$ cat config.mk
export PLATFORM = sky130hd
export DESIGN_NAME = ds18b20_sequencer
export DESIGN_NICKNAME = d
export VERILOG_FILES = /design/src/rtl/ds18b20_sequencer.sv
export SDC_FILE = /design/constraint.sdc
export NUM_CORES = 1
export LEC_CHECK = 0
export BUFFER_PORTS_ARGS = -buffer_cell sky130_fd_sc_hd__buf_4
export CAP_MARGIN = 20
export CORE_AREA = 2 2 115 117
export CTS_CLUSTER_SIZE = 24
export DETAILED_ROUTE_END_ITERATION = 8
export DIE_AREA = 0 0 117 119
export GPL_TIMING_DRIVEN = 0
export MAX_ROUTING_LAYER = met4
export SLEW_MARGIN = 20
export SYNTH_ARGS = -nofsm -noshare
export SYNTH_HDL_FRONTEND = slang
export SYNTH_SLANG_ARGS = --single-unit
$ cat constraint.sdc
create_clock -name clk -period 3.7 [get_ports clk]
set_input_delay 0.74 -clock clk [delete_from_list [all_inputs] [get_ports clk]]
set_output_delay 0.74 -clock clk [all_outputs]
set_load 0.02 [all_outputs]
$ cat src/rtl/ds18b20_sequencer.sv
// ds18b20_sequencer: steps the one_wire bit engine through one DS18B20
// temperature read (reset, Skip ROM + Convert T, poll, reset, Skip ROM +
// Read Scratchpad). Build option DS_CRC_EN adds the 9th scratchpad byte
// and a bit-serial Dallas CRC8 check over bytes 0..7.
module ds18b20_sequencer #(
    parameter int POLL_MAX = 1023
) (
    input  logic        clk,
    input  logic        reset,
    input  logic        start,
    output logic        busy,
    output logic        done,
    output logic [1:0]  error,
    output logic [15:0] temp,
    output logic [71:0] scratch,
    output logic        ow_reset,
    output logic        ow_write,
    output logic        ow_read,
    output logic [63:0] ow_in_data,
    output logic [5:0]  ow_start_bit,
    output logic [5:0]  ow_end_bit,
    input  logic        ow_busy,
    input  logic        ow_presence,
    input  logic [63:0] ow_out_data
);

    // Handshake phase of the current step, plus the terminal states
    typedef enum logic [2:0] {
        S_IDLE, S_ISSUE, S_ACK, S_WAIT, S_EVAL, S_CHK, S_FIN
    } state_t;

    // Which bus transaction the handshake is currently running
    typedef enum logic [2:0] {
        ST_RST1, ST_CMD1, ST_POLL, ST_RST2, ST_CMD2, ST_RD8, ST_RD1
    } step_t;

    localparam logic [9:0] POLL_LIM = 10'(POLL_MAX);
    localparam logic [1:0] E_OK     = 2'b00;
    localparam logic [1:0] E_NOPRES = 2'b01;
    localparam logic [1:0] E_TMO    = 2'b10;
`ifdef DS_CRC_EN
    localparam logic [1:0] E_CRC    = 2'b11;
`endif

    state_t      state, state_d;
    step_t       step, step_d;
    logic [1:0]  err_d;
    logic [9:0]  poll_cnt;
    logic        seq_start;

`ifdef DS_CRC_EN
    logic [71:0] rx_buf;
    logic [7:0]  crc, crc_nxt;
    logic [5:0]  chk_cnt;
    logic        crc_fb;

    // One CRC8 step (reflected poly 0x8C) over the next scratchpad bit
    always_comb begin
        crc_fb  = crc[0] ^ rx_buf[{1'b0, chk_cnt}];
        crc_nxt = {1'b0, crc[7:1]} ^ (crc_fb ? 8'h8C : 8'h00);
    end
`endif

    assign seq_start = (state == S_IDLE) && (state_d == S_ISSUE);

    // Next-state: run ISSUE/ACK/WAIT/EVAL per step, EVAL picks the next step
    always_comb begin
        state_d = state;
        step_d  = step;
        err_d   = error;
        case (state)
            S_IDLE: begin
                if (start && !ow_busy) begin
                    state_d = S_ISSUE;
                    step_d  = ST_RST1;
                end
            end
            S_ISSUE: state_d = S_ACK;
            S_ACK:   if (ow_busy)  state_d = S_WAIT;
            S_WAIT:  if (!ow_busy) state_d = S_EVAL;
            S_EVAL: begin
                state_d = S_ISSUE;
                case (step)
                    ST_RST1, ST_RST2: begin
                        if (!ow_presence) begin
                            state_d = S_FIN;
                            err_d   = E_NOPRES;
                        end else begin
                            step_d = (step == ST_RST1) ? ST_CMD1 : ST_CMD2;
                        end
                    end
                    ST_CMD1: step_d = ST_POLL;
                    ST_POLL: begin
                        // DS18B20 reads back all zeros until conversion ends
                        if (ow_out_data[7:0] != 8'h00) begin
                            step_d = ST_RST2;
                        end else if (poll_cnt + 10'd1 >= POLL_LIM) begin
                            state_d = S_FIN;
                            err_d   = E_TMO;
                        end
                    end
                    ST_CMD2: step_d = ST_RD8;
`ifdef DS_CRC_EN
                    ST_RD8:  step_d = ST_RD1;
                    ST_RD1:  state_d = S_CHK;
`else
                    ST_RD8: begin
                        state_d = S_FIN;
                        err_d   = E_OK;
                    end
`endif
                    default: state_d = S_IDLE;
                endcase
            end
`ifdef DS_CRC_EN
            S_CHK: begin
                if (chk_cnt == 6'd63) begin
                    state_d = S_FIN;
                    err_d   = (crc_nxt == rx_buf[71:64]) ? E_OK : E_CRC;
                end
            end
`endif
            S_FIN:   state_d = S_IDLE;
            default: state_d = S_IDLE;
        endcase
    end

    // Status and engine command pulses decode straight from the state
    always_comb begin
        busy     = (state != S_IDLE) && (state != S_FIN);
        done     = (state == S_FIN);
        ow_reset = (state == S_ISSUE) && (step == ST_RST1 || step == ST_RST2);
        ow_write = (state == S_ISSUE) && (step == ST_CMD1 || step == ST_CMD2);
        ow_read  = (state == S_ISSUE) &&
                   (step == ST_POLL || step == ST_RD8 || step == ST_RD1);
    end

    // State and step registers
    always_ff @(posedge clk) begin
        if (reset) begin
            state <= S_IDLE;
            step  <= ST_RST1;
        end else begin
            state <= state_d;
            step  <= step_d;
        end
    end

    // Engine data/bit indices: loaded on entry to ISSUE, held through WAIT
    always_ff @(posedge clk) begin
        if (reset) begin
            ow_in_data   <= '0;
            ow_start_bit <= '0;
            ow_end_bit   <= '0;
        end else if (state_d == S_ISSUE) begin
            ow_in_data   <= '0;
            ow_start_bit <= 6'd0;
            ow_end_bit   <= 6'd0;
            case (step_d)
                ST_CMD1: begin ow_in_data <= 64'h44CC; ow_end_bit <= 6'd15; end
                ST_CMD2: begin ow_in_data <= 64'hBECC; ow_end_bit <= 6'd15; end
                ST_POLL: ow_end_bit <= 6'd7;
                ST_RD8:  ow_end_bit <= 6'd63;
                ST_RD1:  ow_end_bit <= 6'd7;
                default: ;
            endcase
        end
    end

    // Conversion poll counter, saturating at the limit
    always_ff @(posedge clk) begin
        if (reset || seq_start) begin
            poll_cnt <= '0;
        end else if (state == S_EVAL && step == ST_POLL &&
                     ow_out_data[7:0] == 8'h00 && poll_cnt != POLL_LIM) begin
            poll_cnt <= poll_cnt + 10'd1;
        end
    end

`ifdef DS_CRC_EN
    // Scratchpad capture and bit-serial CRC over bytes 0..7
    always_ff @(posedge clk) begin
        if (reset) begin
            rx_buf  <= '0;
            crc     <= '0;
            chk_cnt <= '0;
        end else begin
            if (state == S_EVAL && step == ST_RD8) rx_buf[63:0]  <= ow_out_data;
            if (state == S_EVAL && step == ST_RD1) rx_buf[71:64] <= ow_out_data[7:0];
            if (state != S_CHK && state_d == S_CHK) begin
                crc     <= '0;
                chk_cnt <= '0;
            end else if (state == S_CHK) begin
                crc     <= crc_nxt;
                chk_cnt <= chk_cnt + 6'd1;
            end
        end
    end
`endif

    // Results: error always latched at FIN, temp/scratch only on success
    always_ff @(posedge clk) begin
        if (reset) begin
            error   <= E_OK;
            temp    <= '0;
            scratch <= '0;
        end else if (state_d == S_FIN) begin
            error <= err_d;
            if (err_d == E_OK) begin
`ifdef DS_CRC_EN
                scratch <= rx_buf;
                temp    <= rx_buf[15:0];
`else
                scratch <= {8'h00, ow_out_data};
                temp    <= ow_out_data[15:0];
`endif
            end
        end
    end

endmodule

==> reports/qor.csv, run 1 <==
stage,metric,value,unit
clocking,ctsHoldBuffers,0,
finish,nets,878,
global_routing,grt_pass1_wl,17700,um
finish,final_core_util,0.498,
drt,drt_iter0_markers,195,
clocking,cts_buffer_depth,2,
yosys,avgSynthCellArea,7.83,um^2
sta,grt_setup_unrepaired,no,
floorplan,io_pins,240,
global_routing,grt.busiest_layer,met2,
floorplan,die_y,119,um
drt,viasPerCell,4.26,
yosys,synth_top_area_cell,dfxtp_1,
floorplan,core,12900,um^2
placed_design,place.gp.congestion,0.879,
global_routing,antenna_found_initial,0,
placed_design,buffer_ports.inserted,171,
drt,dr.pass1.iters,4,
placed_design,placed_area,6130,um^2
sta,tightest_slew,0.584,ns
sta,hold_viol,0,
global_routing,first_global_vias,3688,
finish,multi_input_area,1980,um^2
finish,drive_gt1_frac,0.381,
yosys,synthAdderAreaFrac,0.00572,
finish,final_cell_area,6410,um^2
critical_path,critPathLaunch,state[2],
power,total_power,2.04,mW
finish,nFillCells,1273,
yosys,synth_compound_area_frac,0.141,
critical_path,reg2reg_depth,6,
yosys,synth_top_area_frac,0.402,
power,swShare,0.247,
finish,antenna_cells,0,
drt,ant_nets,0,
sta,final.setup.tns,0,ns
placed_design,place_hpwl,8930,um
power,p_per_area,318,nW/um^2
finish,instances_no_fill,988,
critical_path,required,2.96,ns
hold_path,min_to,scratch[16],
yosys,syn_inst,559,
power,power.share.combinational,0.113,
hold_path,min_path_type,flip-flop to flip-flop,
power,p_switching,0.504,mW
floorplan,start_util,0.340,
critical_path,worst_setup_path_start_kind,flip-flop,
yosys,post-synth-top-count-cell,nand2_1,
critical_path,worstSetupPathType,flip-flop to output pin,
yosys,synth_top_family_by_area,simple AND/OR/NAND/NOR gates,
hold_path,worstHoldPathCells,2,
floorplan,die-area,13900,um^2
drt,drcViolationCount,0,
floorplan,die_x,117,um
drt,routed_wirelength,11400,um
sta,layout_setup_ws,1.01,ns
yosys,synthFlopType,dfxtp_1,
yosys,seq_area_frac_synth,0.402,
critical_path,r2r_start,step[2],
power,p_leak,2.93,nW
sta,finalCritPeriodShare,0.727,
drt,wl_per_cell,11.6,um
sta,slew_headroom,0.609,
yosys,synth_warnings,0,
clocking,clock_sinks,88,
critical_path,reg2reg_slack,1.28,ns
critical_path,cp.arrival,1.95,ns
critical_path,reg2reg_to,scratch[21],
yosys,syn-cell-area,4380,um^2
yosys,yosys.area_share.simple,0.221,
sta,finalMaxSlewViolations,0,
yosys,synthArstFlopShare,0,
clocking,clockRootBuffer,clkbuf_16,
power,p_int,1.53,mW
global_routing,track_usage,0.164,
global_routing,use_met2,0.259,
sta,fmax,372,MHz
clocking,clkLatencyLatePin,0.33,ns
global_routing,grt_overflow,0,
placed_design,placedCellCount,972,
power,seq_power_share,0.467,
yosys,synth-edff-count,0,
clocking,cts_tree,done,
sta,holdWs,0.454,ns
clocking,clk_pin_slew,0.06,ns
clocking,numCtsBuffers,9,
yosys,synth_common_cells,"136 x nand2_1, 94 x buf_4, 88 x dfxtp_1",
sta,finClkSkew,0.00611,ns
power,p_clk_frac,0.420,
floorplan,rows,42,
drt,via_count,4212,
clocking,postCtsSetupBuffers,0,
clocking,cts_max_level,3,
hold_path,worstHoldStart,scratch[16],
yosys,synthTopCellsByArea,"dfxtp_1 40%, buf_4 16%, nand2_1 12%",
yosys,ys_ff_latch,88,
power,ir_drop,0.274,mV
finish,final-seq-area,1760,um^2
finish,syn2layout_area_growth,46.5,%
yosys,synth_xor_area_frac,0.0280,
run,max_cap_viol_count,0,
yosys,muxShareOfSynthArea,0,
yosys,synth.distinct_cells,47,
sta,min_period,2.69,ns
global_routing,use_met1,0.201,
clocking,ctsResizeCount,0,
critical_path,setup.worst_path.end_class,output pin,
global_routing,grt_max_degree,16,
status,status,"complete, no violations",
critical_path,cp_max_fo,10,
placed_design,post-place-ws,1.04,ns
sta,final-setup-viol-count,0,
global_routing,gr-usage-met3,0.0387,
==> metal layers <==
layer  routed length [um]  part of all wire
met1                 5050              0.44
met2                 5190              0.45
met3                  991             0.087
met4                  221             0.019
met5                    0                 0
==> cells by family after synthesis <==
kind of cell               after synthesis
xor gates and xnor gates                14
AOI/OAI and AO/OA                      106
and+or+nand+nor                        214
adders and majority gates                2
DFF                                     88
other                                    1
buffers and inverters                  134
==> registers in the layout, indices dropped and copies added (netlist names) <==
signal / cells
scratch: 49
temp: 15
poll_cnt: 10
ow_end_bit: 3
ow_in_data: 3
state: 3
step: 3
error: 2
==> critical path, stage by stage, from the launching register on <==
cell and delay, ns:
dfxtp_1 0.34, clkbuf_1 0.22, or3b_2 0.54, nor3_1 0.31, buf_4 0.21
==> layout by cell type, fill, tap and decap left out, drive strengths merged, types with 2 or more instances in the layout <==
cell type,n
conb,67
nand3,10
nor2,31
clkinv,4
inv,8
clkbuf,29
o211ai,2
buf,279
xnor2,13
a21oi,81
dfxtp,88
o21ai,7
nor3,8
nor4,5
a41o,2
nor2b,2
a211oi,3
ha,2
or4b,3
nand4,3
a31oi,3
nand2b,6
nand2,136
and3,3
==> power groups by stage <==
stage          registers (mW)  logic, mW  clock network, mW
2_1_floorplan           0.972      0.153                  0
3_3_place_gp            0.972      0.226                  0
3_5_place_dp            0.973      0.227                  0
4_1_cts                 0.951      0.228              0.887
5_1_grt                 0.950      0.248              0.935
6_report                0.951      0.230              0.856
==> layout make-up <==
class,instances,area share
multi-input combinational,403,0.309
sequential,88,0.275
timing repair buffer,171,0.200
buffer,127,0.133
clock buffer,10,0.0373
tap,176,0.0343
clock inverter,6,0.00683
inverter,7,0.00410
==> worst max-delay path by stage <==
stage	end	slack, ns
finish	ow_reset	1.01
global route	ow_read	0.93
CTS	ow_reset	0.99
detailed placement	ow_in_data[14]	1.04
global placement	ow_in_data[14]	1.06
floorplan	ow_reset	1.49
No activity file was read; power rests on OpenSTA's default activity.
==> run 2, diff against run 1 <==
- clock period: 3.7 -> 2.5 ns (I/O delays scaled with it)
==> reports/qor.csv, run 2 (synthesis gave the netlist of run 1 again) <==
stage,metric,value,unit,change
power,power.share.combinational,0.113,,about the same
power,p_int,2.27,mW,was 1.53 mW
drt,wl_per_cell,11.6,um,about the same
critical_path,reg2reg_slack,0.22,ns,was 1.28 ns
global_routing,grt_max_degree,16,,unchanged
finish,drive_gt1_frac,0.383,,was 0.381
critical_path,r2r_start,step[2],,unchanged
global_routing,gr-usage-met3,0.0387,,unchanged
floorplan,die_y,119,um,unchanged
clocking,clockRootBuffer,clkbuf_16,,unchanged
finish,layout_commonest_cell,buf_4,,unchanged
floorplan,die-area,13900,um^2,unchanged
clocking,clkLatencyLatePin,0.33,ns,about the same
global_routing,first_global_vias,3688,,unchanged
clocking,cts_tree,done,,unchanged
drt,dr.pass1.iters,5,,was 4
finish,regMostFlops,scratch,,unchanged
drt,routed_wirelength,11400,um,about the same
floorplan,core,12900,um^2,unchanged
power,p_clk_frac,0.421,,was 0.420
clocking,cts_buffer_depth,2,,unchanged
floorplan,rows,42,,unchanged
hold_path,worstHoldPathCells,3,,was 2
global_routing,antenna_found_initial,0,,unchanged
critical_path,setup.worst_path.end_class,output pin,,unchanged
placed_design,placed_area,6130,um^2,unchanged
floorplan,start_util,0.340,,unchanged
critical_path,cp.arrival,1.85,ns,was 1.95 ns
critical_path,reg2reg_to,scratch[21],,unchanged
global_routing,grt_overflow,0,,unchanged
hold_path,min_to,scratch[34],,was scratch[16]
global_routing,use_met1,0.201,,unchanged
finish,syn2layout_area_growth,46.6,%,was 46.5%
drt,viasPerCell,4.27,,was 4.26
clocking,clk_pin_slew,0.07,ns,was 0.06 ns
global_routing,use_met2,0.259,,unchanged
clocking,numCtsBuffers,9,,unchanged
finish,antenna_cells,0,,unchanged
sta,grt_setup_unrepaired,no,,unchanged
sta,fmax,425,MHz,
power,swShare,0.248,,was 0.247
power,p_per_area,470,nW/um^2,was 318 nW/um^2
hold_path,worstHoldStart,ow_out_data[34],,was scratch[16]
power,seq_power_share,0.466,,was 0.467
power,p_switching,0.749,mW,was 0.504 mW
placed_design,buffer_ports.inserted,171,,unchanged
finish,final_cell_area,6420,um^2,was 6410 um^2
floorplan,die_x,117,um,unchanged
finish,largest_reg_flops,49,,unchanged
global_routing,grt.busiest_layer,met2,,unchanged
finish,nFillCells,1274,,was 1273
sta,min_period,2.35,ns,
sta,hold_viol,0,,unchanged
sta,final.setup.tns,0,ns,unchanged
drt,drt_iter0_markers,222,,was 195
hold_path,min_path_type,input pin to flip-flop,,was flip-flop to flip-flop
power,p_leak,2.94,nW,was 2.93 nW
sta,finalMaxSlewViolations,0,,unchanged
critical_path,cp_max_fo,10,,unchanged
sta,finClkSkew,0.00654,ns,was 0.00611 ns
floorplan,io_pins,240,,unchanged
clocking,clock_sinks,88,,unchanged
global_routing,grt_pass1_wl,17700,um,unchanged
critical_path,reg2reg_depth,6,,unchanged
status,status,"complete, no violations",,unchanged
placed_design,place_hpwl,8930,um,unchanged
global_routing,track_usage,0.164,,unchanged
sta,final-setup-viol-count,0,,unchanged
finish,nets,878,,unchanged
critical_path,worst_setup_path_start_kind,flip-flop,,unchanged
sta,slew_headroom,0.609,,about the same
run,max_cap_viol_count,0,,unchanged
critical_path,worstSetupPathType,flip-flop to output pin,,unchanged
critical_path,critPathLaunch,state[2],,unchanged
clocking,cts_max_level,3,,unchanged
sta,tightest_slew,0.582,ns,was 0.584 ns
power,ir_drop,0.405,mV,was 0.274 mV
drt,drcViolationCount,0,,unchanged
critical_path,required,2.00,ns,was 2.96 ns
drt,ant_nets,0,,unchanged
finish,final_cell_mix,"265 x buf_4, 136 x nand2_1, 88 x dfxtp_1",,unchanged
finish,reg.largest.list,"scratch: 49 flops, temp: 15 flops, poll_cnt: 10 flops",,unchanged
placed_design,place.gp.congestion,0.879,,unchanged
sta,finalCritPeriodShare,0.941,,
drt,via_count,4216,,was 4212
clocking,ctsHoldBuffers,0,,unchanged
==> run 2: layer usage <==
metal | share of wire | wire length [um]
met5 | 0 | 0
met4 | 0.019 | 212
met3 | 0.086 | 989
met2 | 0.45 | 5200
met1 | 0.44 | 5040
==> run 2: what timing repair did <==
action / in CTS / in global routing
endpoints found under the setup margin: 0 / 46
gates resized for setup: 0 / 2
buffers inserted: 0 / 0
==> run 2: power by group through the flow <==
stage / registers, mW / clock network (mW) / logic [mW]
4_1_cts: 1.41 / 1.31 / 0.337
3_5_place_dp: 1.44 / 0 / 0.336
3_3_place_gp: 1.44 / 0 / 0.335
6_report: 1.41 / 1.27 / 0.340
2_1_floorplan: 1.44 / 0 / 0.226
5_1_grt: 1.41 / 1.38 / 0.367
==> run 2: area by class of cell <==
type	count	area, um^2	share of cell area
inverters	7	26.3	0.00409
flip-flops and latches	88	1760	0.274
plain buffers	127	853	0.133
well taps	176	220	0.0343
clock buffers	10	239	0.0372
multi-input cells	403	1990	0.310
clock inverters	6	43.8	0.00682
repair buffers	171	1280	0.200
==> run 2: through the flow <==
step	hold slack (ns)	instances	setup slack [ns]	total power, mW	util
finish	0.405	988	0.148	3.02	0.499
floorplan	0.506	625	0.531	1.67	-
detailed placement	0.447	972	0.0848	1.78	0.476
global route	0.402	988	0.0365	3.16	0.499
CTS	0.397	988	0.0275	3.06	0.498
global placement	0.444	972	0.0968	1.77	0.476
==> run 2: worst max path at each step <==
stage / end / slack (ns) / cells past startpoint
after floorplan: ow_reset / 0.53 / 3
after global placement: ow_in_data[14] / 0.1 / 7
after detailed placement: ow_in_data[14] / 0.08 / 7
after CTS: ow_reset / 0.03 / 4
after global routing: ow_write / 0.04 / 4
final: ow_reset / 0.15 / 4
==> run 2: worst max-delay path: stages (launching register included) <==
cell and delay, ns:
dfxtp_1 0.34, clkbuf_1 0.22, or3b_2 0.54, nor3_2 0.24
buf_4 0.18
==> run 3, diff against run 2 <==
- CORE_AREA: 2 2 115 117 -> 2 2 121 112
- DIE_AREA: 0 0 117 119 -> 0 0 123 114
- SKIP_LAST_GASP: not set -> 1
==> reports/qor.csv, run 3 (synthesis gave the netlist of run 1 again) <==
stage,metric,value,unit,change
clocking,postCtsSetupBuffers,0,,unchanged
floorplan,core,12900,um^2,about the same
clocking,clock_sinks,88,,unchanged
sta,hold_viol,0,,unchanged
finish,syn2layout_area_growth,48.0,%,was 46.6%
finish,antenna_cells,0,,unchanged
clocking,cts_tree,done,,unchanged
power,p_per_area,514,nW/um^2,was 470 nW/um^2
finish,instances_no_fill,980,,was 988
sta,final.setup.tns,0,ns,unchanged
floorplan,io_pins,240,,unchanged
floorplan,die_y,114,um,was 119 um
sta,min_period,2.35,ns,about the same
finish,layout_commonest_cell,buf_4,,unchanged
critical_path,worstSetupPathType,flip-flop to output pin,,unchanged
floorplan,die-area,14000,um^2,was 13900 um^2
placed_design,buffer_ports.inserted,171,,unchanged
sta,grt_setup_unrepaired,no,,unchanged
sta,finalCritPeriodShare,0.941,,about the same
critical_path,reg2reg_slack,0.31,ns,was 0.22 ns
power,p_leak,2.97,nW,was 2.94 nW
finish,regMostFlops,scratch,,unchanged
global_routing,grt_pass1_wl,17400,um,was 17700 um
clocking,clkLatencyLatePin,0.34,ns,was 0.33 ns
critical_path,worst_setup_path_start_kind,flip-flop,,unchanged
drt,ant_nets,0,,unchanged
sta,finalMaxSlewViolations,0,,unchanged
drt,drt_iter0_markers,162,,was 222
status,status,"complete, no violations",,unchanged
power,ir_drop,0.320,mV,was 0.405 mV
drt,viasPerCell,4.29,,was 4.27
sta,fmax,425,MHz,about the same
drt,dr.pass1.iters,4,,was 5
critical_path,slowest_delay,0.47,ns,was 0.54 ns
critical_path,slowest_stage,dfxtp_1,,was or3b_2
critical_path,r2r_start,step[2],,unchanged
clocking,clk_pin_slew,0.07,ns,about the same
drt,wl_per_cell,11.9,um,was 11.6 um
finish,nets,878,,unchanged
hold_path,min_path_type,input pin to flip-flop,,unchanged
sta,final-setup-viol-count,0,,unchanged
critical_path,cp_max_fo,10,,unchanged
clocking,cts_buffer_depth,2,,unchanged
finish,largest_reg_flops,49,,unchanged
sta,finClkSkew,0.00891,ns,was 0.00654 ns
critical_path,reg2reg_to,temp[0],,was scratch[21]
clocking,clockRootBuffer,clkbuf_16,,unchanged
sta,slew_headroom,0.619,,was 0.609
critical_path,setup.worst_path.end_class,output pin,,unchanged
global_routing,antenna_found_initial,0,,unchanged
critical_path,critPathBufInv,2,,unchanged
hold_path,worstHoldPathCells,3,,unchanged
placed_design,place.gp.congestion,0.821,,was 0.879
finish,drive_gt1_frac,0.382,,was 0.383
global_routing,track_usage,0.160,,was 0.164
global_routing,first_global_vias,3728,,was 3688
hold_path,min_to,scratch[33],,was scratch[34]
drt,via_count,4205,,was 4216
finish,reg.largest.list,"scratch: 49 flops, temp: 15 flops, poll_cnt: 10 flops",,unchanged
placed_design,place_hpwl,9070,um,was 8930 um
floorplan,rows,40,,was 42
drt,routed_wirelength,11700,um,was 11400 um
critical_path,cp.arrival,1.85,ns,about the same
floorplan,die_x,123,um,was 117 um
clocking,cts_max_level,3,,unchanged
sta,tightest_slew,0.566,ns,was 0.582 ns
clocking,numCtsBuffers,9,,unchanged
drt,drcViolationCount,0,,unchanged
hold_path,worstHoldStart,ow_out_data[33],,was ow_out_data[34]
global_routing,grt_max_degree,16,,unchanged
placed_design,placedCellCount,964,,was 972
sta,layout_setup_ws,0.147,ns,was 0.148 ns
finish,final_cell_mix,"265 x buf_4, 136 x nand2_1, 88 x dfxtp_1",,unchanged
run,max_cap_viol_count,0,,unchanged
critical_path,reg2reg_depth,6,,unchanged
global_routing,grt_overflow,0,,unchanged
clocking,ctsHoldBuffers,0,,unchanged
critical_path,required,2.00,ns,about the same
critical_path,crit_chain,"buf_2, nor2b_1, a21oi_1, nor2_1, buf_4",,"was clkbuf_1, or3b_2, nor3_2, buf_4"
critical_path,cp_top_family,simple AND/OR/NAND/NOR gates,,unchanged
placed_design,post-place-ws,0.0733,ns,was 0.0848 ns
floorplan,start_util,0.339,,was 0.340
-- run 3: stage by stage --
step	area [um^2]	total power, mW	hold slack, ns	utilization
2_1_floorplan	4630	1.67	0.506	-
3_3_place_gp	6120	1.78	0.443	0.474
3_5_place_dp	6120	1.78	0.449	0.474
4_1_cts	6470	3.36	0.396	0.501
5_1_grt	6480	3.46	0.399	0.502
6_report	6480	3.33	0.409	0.502
-- run 3: layer usage --
layer,global-route usage,routed length (um),up-vias
li1,-,-,2174
met1,0.202,5190,1850
met2,0.251,5310,169
met3,0.0330,996,12
met4,0.0598,158,0
met5,-,0,-
-- run 3: final cells by class --
class                   instances  area [um^2]
plain buffers                 127          853
multi-input cells             403         1990
clock inverters                 6          115
inverters                       7         26.3
repair buffers                171         1280
fillers                      1290         6430
flip-flops and latches         88         1760
clock buffers                  10          239
well taps                     168          210
-- run 3: how the worst max path moves through the flow --
stage	from	end	slack, ns	cells past startpoint
after CTS	step[2]	temp[0]	0.15	6
after floorplan	state[2]	ow_reset	0.53	3
after detailed placement	ow_out_data[0]	error[1]	0.07	7
after global routing	step[2]	ow_read	0.05	5
final	step[2]	ow_read	0.15	5
after global placement	ow_out_data[0]	ow_in_data[14]	0.09	7
-- run 3: what timing repair did --
| item | CTS | global route |
|---|---|---|
| resized for setup | 0 | 1 |
| hold endpoints to repair | 0 | 0 |
| endpoints found under the setup margin | 0 | 35 |
-- run 3: worst min-delay path: stages --
cell,delay [ns]
buf_4,0.11
nand2_1,0.04
a21oi_1,0.05
-- run 3: report_power, final --
| part | leakage (nW) | internal [mW] | switching (mW) | total [mW] |
|---|---|---|---|---|
| Sequential | 0.709 | 1.40 | 0.00395 | 1.41 |
| Combinational | 2.09 | 0.161 | 0.180 | 0.341 |
| Clock | 0.169 | 1.01 | 0.569 | 1.58 |
